`src/rtl/calc_pkg.sv`:
```
// Shared constants and types for the calculator operand-entry controller.
package calc_pkg;

   localparam logic [3:0] OP_MUL    = 4'd1;
   localparam logic [3:0] OP_ADD    = 4'd2;
   localparam logic [3:0] OP_SUB    = 4'd3;
   localparam logic [3:0] OP_DIV    = 4'd4;
   localparam logic [3:0] OP_EQ     = 4'd14;
   localparam logic [3:0] DIGIT_MAX = 4'd9;

   typedef enum logic [1:0] {
      ENTER_A = 2'd0,
      ENTER_B = 2'd1,
      REQ     = 2'd2,
      SHOW    = 2'd3
   } state_e;

   // True for the four arithmetic operators (mul/add/sub/div).
   function automatic logic is_arith_op(input logic [3:0] code);
      return (code >= OP_MUL) && (code <= OP_DIV);
   endfunction

endpackage

```
`src/rtl/click_edge_detect.sv`:
```
// Turns the decoder's level-style click flag into a single-cycle event pulse.
module click_edge_detect (
   input  logic clk,
   input  logic reset_n,
   input  logic hit,
   output logic click_evt
);

   logic hit_q;
   logic hit_d;

   // Next value of the delayed click level.
   always_comb begin
      hit_d = hit;
   end

   // Delayed click level; a new event needs hit low for at least one cycle.
   always_ff @(posedge clk or negedge reset_n) begin
      if (!reset_n) begin
         hit_q <= 1'b0;
      end else begin
         hit_q <= hit_d;
      end
   end

   assign click_evt = hit & ~hit_q;

endmodule

```
`src/rtl/calc_entry_ctrl.sv`:
```
// Operand-entry controller: accumulates two decimal operands and an operator,
// issues a req/ack transaction to the ALU and selects the displayed value.
module calc_entry_ctrl
   import calc_pkg::*;
#(
   parameter int unsigned DATA_W     = 16,
   parameter int unsigned MAX_DIGITS = 4
) (
   input  logic              clk,
   input  logic              reset_n,
   input  logic              newDigit,
   input  logic              newOp,
   input  logic [3:0]        clickedMatrix,
   output logic              calc_req,
   output logic [DATA_W-1:0] calc_a,
   output logic [DATA_W-1:0] calc_b,
   output logic [3:0]        calc_op,
   input  logic              calc_ack,
   input  logic [DATA_W-1:0] calc_result,
   output logic [DATA_W-1:0] disp_value,
   output logic              busy
);

   localparam int unsigned CNT_W = $clog2(MAX_DIGITS + 1);
   localparam logic [CNT_W-1:0] CNT_MAX = CNT_W'(MAX_DIGITS);

   state_e              state_q, state_d;
   logic [DATA_W-1:0]   a_q, a_d, b_q, b_d, res_q, res_d, disp_q, disp_d;
   logic [CNT_W-1:0]    a_cnt_q, a_cnt_d, b_cnt_q, b_cnt_d;
   logic [3:0]          op_q, op_d;
   logic                req_q, req_d;

   logic                click_evt;
   logic                digit_evt, op_evt, eq_evt;
   logic [DATA_W-1:0]   digit_val, a_app, b_app;

   click_edge_detect u_edge (
      .clk       (clk),
      .reset_n   (reset_n),
      .hit       (newDigit | newOp),
      .click_evt (click_evt)
   );

   // Event classification and next-state / datapath update.
   always_comb begin
      state_d = state_q;
      a_d     = a_q;
      b_d     = b_q;
      a_cnt_d = a_cnt_q;
      b_cnt_d = b_cnt_q;
      op_d    = op_q;
      res_d   = res_q;

      // newOp has priority when both decoder flags are high
      digit_evt = click_evt & newDigit & ~newOp & (clickedMatrix <= DIGIT_MAX);
      op_evt    = click_evt & newOp & is_arith_op(clickedMatrix);
      eq_evt    = click_evt & newOp & (clickedMatrix == OP_EQ);

      digit_val = DATA_W'(clickedMatrix);
      a_app     = (a_q << 3) + (a_q << 1) + digit_val;
      b_app     = (b_q << 3) + (b_q << 1) + digit_val;

      unique case (state_q)
         ENTER_A: begin
            if (digit_evt) begin
               if (a_cnt_q < CNT_MAX) begin
                  a_d     = a_app;
                  a_cnt_d = a_cnt_q + 1'b1;
               end
            end else if (op_evt) begin
               op_d    = clickedMatrix;
               b_d     = '0;
               b_cnt_d = '0;
               state_d = ENTER_B;
            end
         end
         ENTER_B: begin
            if (digit_evt) begin
               if (b_cnt_q < CNT_MAX) begin
                  b_d     = b_app;
                  b_cnt_d = b_cnt_q + 1'b1;
               end
            end else if (op_evt) begin
               if (b_cnt_q == '0) op_d = clickedMatrix;
            end else if (eq_evt) begin
               if (b_cnt_q != '0) state_d = REQ;
            end
         end
         REQ: begin
            if (calc_ack) begin
               res_d   = calc_result;
               state_d = SHOW;
            end
         end
         SHOW: begin
            if (digit_evt) begin
               a_d     = digit_val;
               a_cnt_d = CNT_W'(1);
               state_d = ENTER_A;
            end else if (op_evt) begin
               // chained result is full-width: no further digits append onto it
               a_d     = res_q;
               a_cnt_d = CNT_MAX;
               op_d    = clickedMatrix;
               b_d     = '0;
               b_cnt_d = '0;
               state_d = ENTER_B;
            end
         end
         default: state_d = ENTER_A;
      endcase

      // Outputs are decoded from next-state values so they register together.
      req_d = (state_d == REQ);
      unique case (state_d)
         ENTER_B: disp_d = (b_cnt_d != '0) ? b_d : a_d;
         SHOW:    disp_d = res_d;
         default: disp_d = a_d;
      endcase
   end

   // State, operand, result and output registers.
   always_ff @(posedge clk or negedge reset_n) begin
      if (!reset_n) begin
         state_q <= ENTER_A;
         a_q     <= '0;
         b_q     <= '0;
         a_cnt_q <= '0;
         b_cnt_q <= '0;
         op_q    <= '0;
         res_q   <= '0;
         disp_q  <= '0;
         req_q   <= 1'b0;
      end else begin
         state_q <= state_d;
         a_q     <= a_d;
         b_q     <= b_d;
         a_cnt_q <= a_cnt_d;
         b_cnt_q <= b_cnt_d;
         op_q    <= op_d;
         res_q   <= res_d;
         disp_q  <= disp_d;
         req_q   <= req_d;
      end
   end

   assign calc_req   = req_q;
   assign busy       = req_q;
   assign calc_a     = a_q;
   assign calc_b     = b_q;
   assign calc_op    = op_q;
   assign disp_value = disp_q;

endmodule

```
`config.mk`:
```
export PLATFORM = sky130hd
export DESIGN_NAME = calc_entry_ctrl
export DESIGN_NICKNAME = d
export VERILOG_FILES = /design/src/rtl/calc_pkg.sv /design/src/rtl/click_edge_detect.sv /design/src/rtl/calc_entry_ctrl.sv
export SDC_FILE = /design/constraint.sdc
export NUM_CORES = 1
export LEC_CHECK = 0
export BUFFER_PORTS_ARGS = -buffer_cell sky130_fd_sc_hd__buf_2
export CAP_MARGIN = 5
export CORE_MARGIN = 2
export CORE_UTILIZATION = 45
export CTS_CLUSTER_DIAMETER = 150
export DETAILED_ROUTE_END_ITERATION = 16
export HOLD_SLACK_MARGIN = 0.12
export PLACE_DENSITY = 0.67
export SYNTH_ARGS = -nofsm -noshare
export SYNTH_HDL_FRONTEND = slang
export SYNTH_HIERARCHICAL = 1
export SYNTH_SLANG_ARGS = --single-unit
```
`constraint.sdc`:
```
create_clock -name clk -period 5.8 [get_ports clk]
set_input_delay 0.29 -clock clk [delete_from_list [all_inputs] [get_ports clk]]
set_output_delay 0.29 -clock clk [all_outputs]
set_load 0.02 [all_outputs]
```
==> impl_metrics.sql <==
INSERT INTO impl_metrics (metric_group, metric, value, unit) VALUES
('status', 'result_of_the_run', 'completed', ''),
('worst_setup_path', 'worst_path_largest_cell_delay', '0.68', 'ns'),
('routing', 'dr.first_iter.drc_count', '275', ''),
('cts', 'postCtsResizedCells', '0', ''),
('sta', 'setup_viol_count_final', '0', ''),
('sta', 'max_slew_margin', '34.7', '%'),
('yosys', 'postSynthRegisterBits', '78', ''),
('yosys', 'synth-adder-area-share', '15.7', '%'),
('worst_setup_path', 'slowest_stage', 'sky130_fd_sc_hd__a21oi_1', ''),
('worst_setup_path', 'cp_max_fo', '17', ''),
('cts', 'clk_pin_slew', '0.06', 'ns'),
('place', 'dp_hpwl', '10500', 'µm'),
('sta', 'finalCritPeriodShare', '61.3', '%'),
('sta', 'hold-worst-slack', '0.0951', 'ns'),
('routing', 'routed_wire_per_std_cell', '18.4', 'µm'),
('routing', 'drt.antenna.violating_nets', '0', ''),
('cts', 'cts_made_buffers', '9', ''),
('yosys', 'post_synth_instance_area', '5200', 'µm²'),
('floorplan', 'chipWidth', '112', 'µm'),
('worst_setup_path', 'timing.critical_path.to', 'disp_value[14]', ''),
('grt', 'number_of_global_route_vias_before_repair', '4460', ''),
('job', 'drv.max_cap_violation_count', '0', ''),
('min_path', 'min_path_type', 'in2async', ''),
('sta', 'hold_violations', '0', ''),
('floorplan', 'effective_utilization_at_floorplan', '45.8', '%'),
('place', 'post_place_setup_slack', '2.08', 'ns'),
('yosys', 'synthMuxAreaShare', '4.11', '%'),
('worst_setup_path', 'regToRegSetupSlack', '2.24', 'ns'),
('worst_setup_path', 'cell_by_cell_trace_of_the_critical_path', 'inv_1 -> ha_1 -> nand2_1 -> o221a_2 -> a21oi_1 -> buf_4 -> o21ai_1 -> a221o_1', ''),
('cts', 'clk_path_buf_depth', '2', ''),
('yosys', 'dominant_combinational_cell_family_by_area_after_synthesis', 'compound AO/OA/AOI/OAI gates', ''),
('routing', 'dr_total_vias', '4425', ''),
('layout', 'diodes', '0', ''),
('layout', 'final.fill_count', '1061', ''),
('yosys', 'avgSynthCellArea', '9.86', 'µm²'),
('yosys', 'netlist-cell-type-count', '65', ''),
('sta', 'setup_ws', '2.24', 'ns'),
('grt', 'grt_first_pass_wirelength', '23000', 'µm'),
('worst_setup_path', 'worst_path_dominant_cell_family', 'compound AO/OA/AOI/OAI gates', ''),
('yosys', 'synth_seq_area_share', '37.5', '%'),
('worst_setup_path', 'crit_required', '6.03', 'ns'),
('sta', 'grt_setup_unrepaired', 'no', ''),
('worst_setup_path', 'worstSetupStartpointType', 'flop', ''),
('layout', 'final_nets', '690', ''),
('floorplan', 'boundaryPins', '79', ''),
('sta', 'fin_setup_tns', '0', 'ns'),
('layout', 'drive_above_1_share', '20.6', '%'),
('floorplan', 'die_area', '12400', 'µm²'),
('pwr', 'power.static_leakage', '3.07', 'nW'),
('pwr', 'pwr_density', '353', 'nW/µm²'),
('worst_setup_path', 'worstSetupPathDepth', '8', ''),
('worst_setup_path', 'worstSetupStartpoint', 'state_q[0]', ''),
('yosys', 'yosys_warnings', '6', ''),
('cts', 'cts_htree_levels', '3', ''),
('worst_setup_path', 'r2r-start', 'state_q[0]', ''),
('worst_setup_path', 'path_buf_inv', '2', ''),
('sta', 'timing_max_transition_violations_final', '0', ''),
('floorplan', 'placeableCoreArea', '11400', 'µm²'),
('sta', 'worstMarginPinSlew', '0.979', 'ns'),
('yosys', 'yosys_most_used_dff', 'sky130_fd_sc_hd__dfrtp_1', ''),
('worst_setup_path', 'worstPathArrival', '3.78', 'ns'),
('sta', 'clock_skew', '0.00574', 'ns'),
('floorplan', 'die-height', '112', 'µm'),
('worst_setup_path', 'worstSetupEndpointType', 'flop', ''),
('cts', 'insertion_delay', '0.34', 'ns'),
('yosys', 'synth-compound-area-share', '22.7', '%'),
('cts', 'clock-root-buffer', 'sky130_fd_sc_hd__clkbuf_16', ''),
('cts', 'post_cts_buffers', '0', ''),
('yosys', 'post_synth_and_or_nand_nor_area_fraction', '12.1', '%'),
('routing', 'finalWirelength', '13800', 'µm'),
('layout', 'layout-area-overhead-vs-synth', '15.5', '%');
[cells in the mapped netlist, types with 7 or more instances]
| cell type | count | area share, % |
|---|---|---|
| sky130_fd_sc_hd__a22oi_1 | 10 | 1.4 |
| sky130_fd_sc_hd__a21oi_1 | 25 | 2.4 |
| sky130_fd_sc_hd__a2bb2oi_1 | 7 | 1.2 |
| sky130_fd_sc_hd__xnor2_1 | 16 | 2.7 |
| sky130_fd_sc_hd__dfrtp_1 | 78 | 37 |
| sky130_fd_sc_hd__o22ai_1 | 13 | 1.6 |
| sky130_fd_sc_hd__or3_1 | 7 | 0.84 |
| sky130_fd_sc_hd__nor3_1 | 10 | 0.96 |
| sky130_fd_sc_hd__inv_1 | 30 | 2.2 |
| sky130_fd_sc_hd__mux2_2 | 19 | 4.1 |
| sky130_fd_sc_hd__nor2_1 | 26 | 1.9 |
| sky130_fd_sc_hd__ha_1 | 59 | 14 |
| sky130_fd_sc_hd__nand3_1 | 7 | 0.67 |
| sky130_fd_sc_hd__xor2_1 | 8 | 1.3 |
| sky130_fd_sc_hd__nand2_1 | 49 | 3.5 |
| sky130_fd_sc_hd__o21ai_0 | 43 | 4.1 |
| sky130_fd_sc_hd__a22o_1 | 13 | 2.2 |
| sky130_fd_sc_hd__clkbuf_1 | 9 | 0.65 |
[cell families (layout without fill, tap and decap cells)]
| group | after synthesis | after routing |
|---|---|---|
| adder cells (fa/ha/maj) | 63 | 63 |
| AO/OA/AOI/OAI | 171 | 171 |
| AND/OR/NAND/NOR | 126 | 126 |
| buffers and inverters | 47 | 126 |
| flip-flops | 78 | 78 |
| multiplexers | 19 | 19 |
| XOR/XNOR | 24 | 24 |
[how the worst min path moves through the flow]
stage               start          to  slack [ns]  cells after the start
2_1_floorplan     reset_n  a_cnt_q[0]      -0.006                      0
3_3_place_gp   calc_op[3]  calc_op[3]        0.47                      1
3_5_place_dp   calc_op[3]  calc_op[3]        0.48                      1
4_1_cts           reset_n  calc_op[3]        0.15                      1
5_1_grt           reset_n  calc_op[3]        0.19                      1
6_report          reset_n  calc_op[1]         0.1                      1
[placed cells by master (no fill, tap or decap), drive strengths merged, types with 3 or more instances in the layout]
master and count:
nand2 49, a21o 5, ha 59, a22o 13
xnor2 16, fa 4, mux2 19, o21a 6
a222oi 3, a31oi 5, xor2 8, clkbuf 12
or3 7, o41ai 4, nor2b 5, o22ai 13
a32oi 3, and2 5, dfrtp 78, inv 33
nor2 26, o21bai 4, nand3 7, a2bb2oi 7
a211oi 6, o21ai 45, nor3 12, buf 79
a21oi 25, nand2b 4, a22oi 10
[final cells by class]
class / instances / area [µm²] / area share [%]
Multi-Input combinational cell: 403 / 3060 / 50.8
Sequential cell: 78 / 1950 / 32.5
Timing Repair Buffer: 79 / 400 / 6.66
Clock buffer: 12 / 267 / 4.43
Tap cell: 143 / 179 / 2.98
Inverter: 31 / 119 / 1.98
Clock inverter: 4 / 37.5 / 0.625
[per-stage QoR]
step	total power, mW	instance area, µm²	cells	utilization, %
6_report	2.12	6010	750	52.9
5_1_grt	2.24	6010	750	52.9
4_1_cts	2.13	6010	750	52.9
3_5_place_dp	1.56	5710	734	50.2
3_3_place_gp	1.55	5710	734	50.2
2_1_floorplan	1.32	5200	528	-
[power breakdown]
| group | switching (mW) | leakage (nW) | internal, mW |
|---|---|---|---|
| clock network | 0.236 | 0.151 | 0.331 |
| registers | 0.0762 | 1.03 | 0.670 |
| logic | 0.528 | 1.89 | 0.283 |
| total | 0.840 | 3.07 | 1.28 |
[flip-flops by register name (all words and copies together), names as in the netlist]
register / cells
a_cnt_q: 3
b_cnt_q: 3
busy: 1
calc_a: 16
calc_b: 16
calc_op: 4
disp_value: 16
res_q: 16
state_q: 2
u_edge/hit_q: 1
[routing by layer]
| layer | global-route usage (%) | vias to the layer above | routed length, µm |
|---|---|---|---|
| met5 | 0 | - | 0 |
| met1 | 31.7 | 2166 | 6370 |
| met4 | 9.88 | 0 | 359 |
| met2 | 36.7 | 120 | 6440 |
| li1 | - | 2117 | - |
| met3 | 3.43 | 22 | 639 |
(Power assumes the default switching activity.)
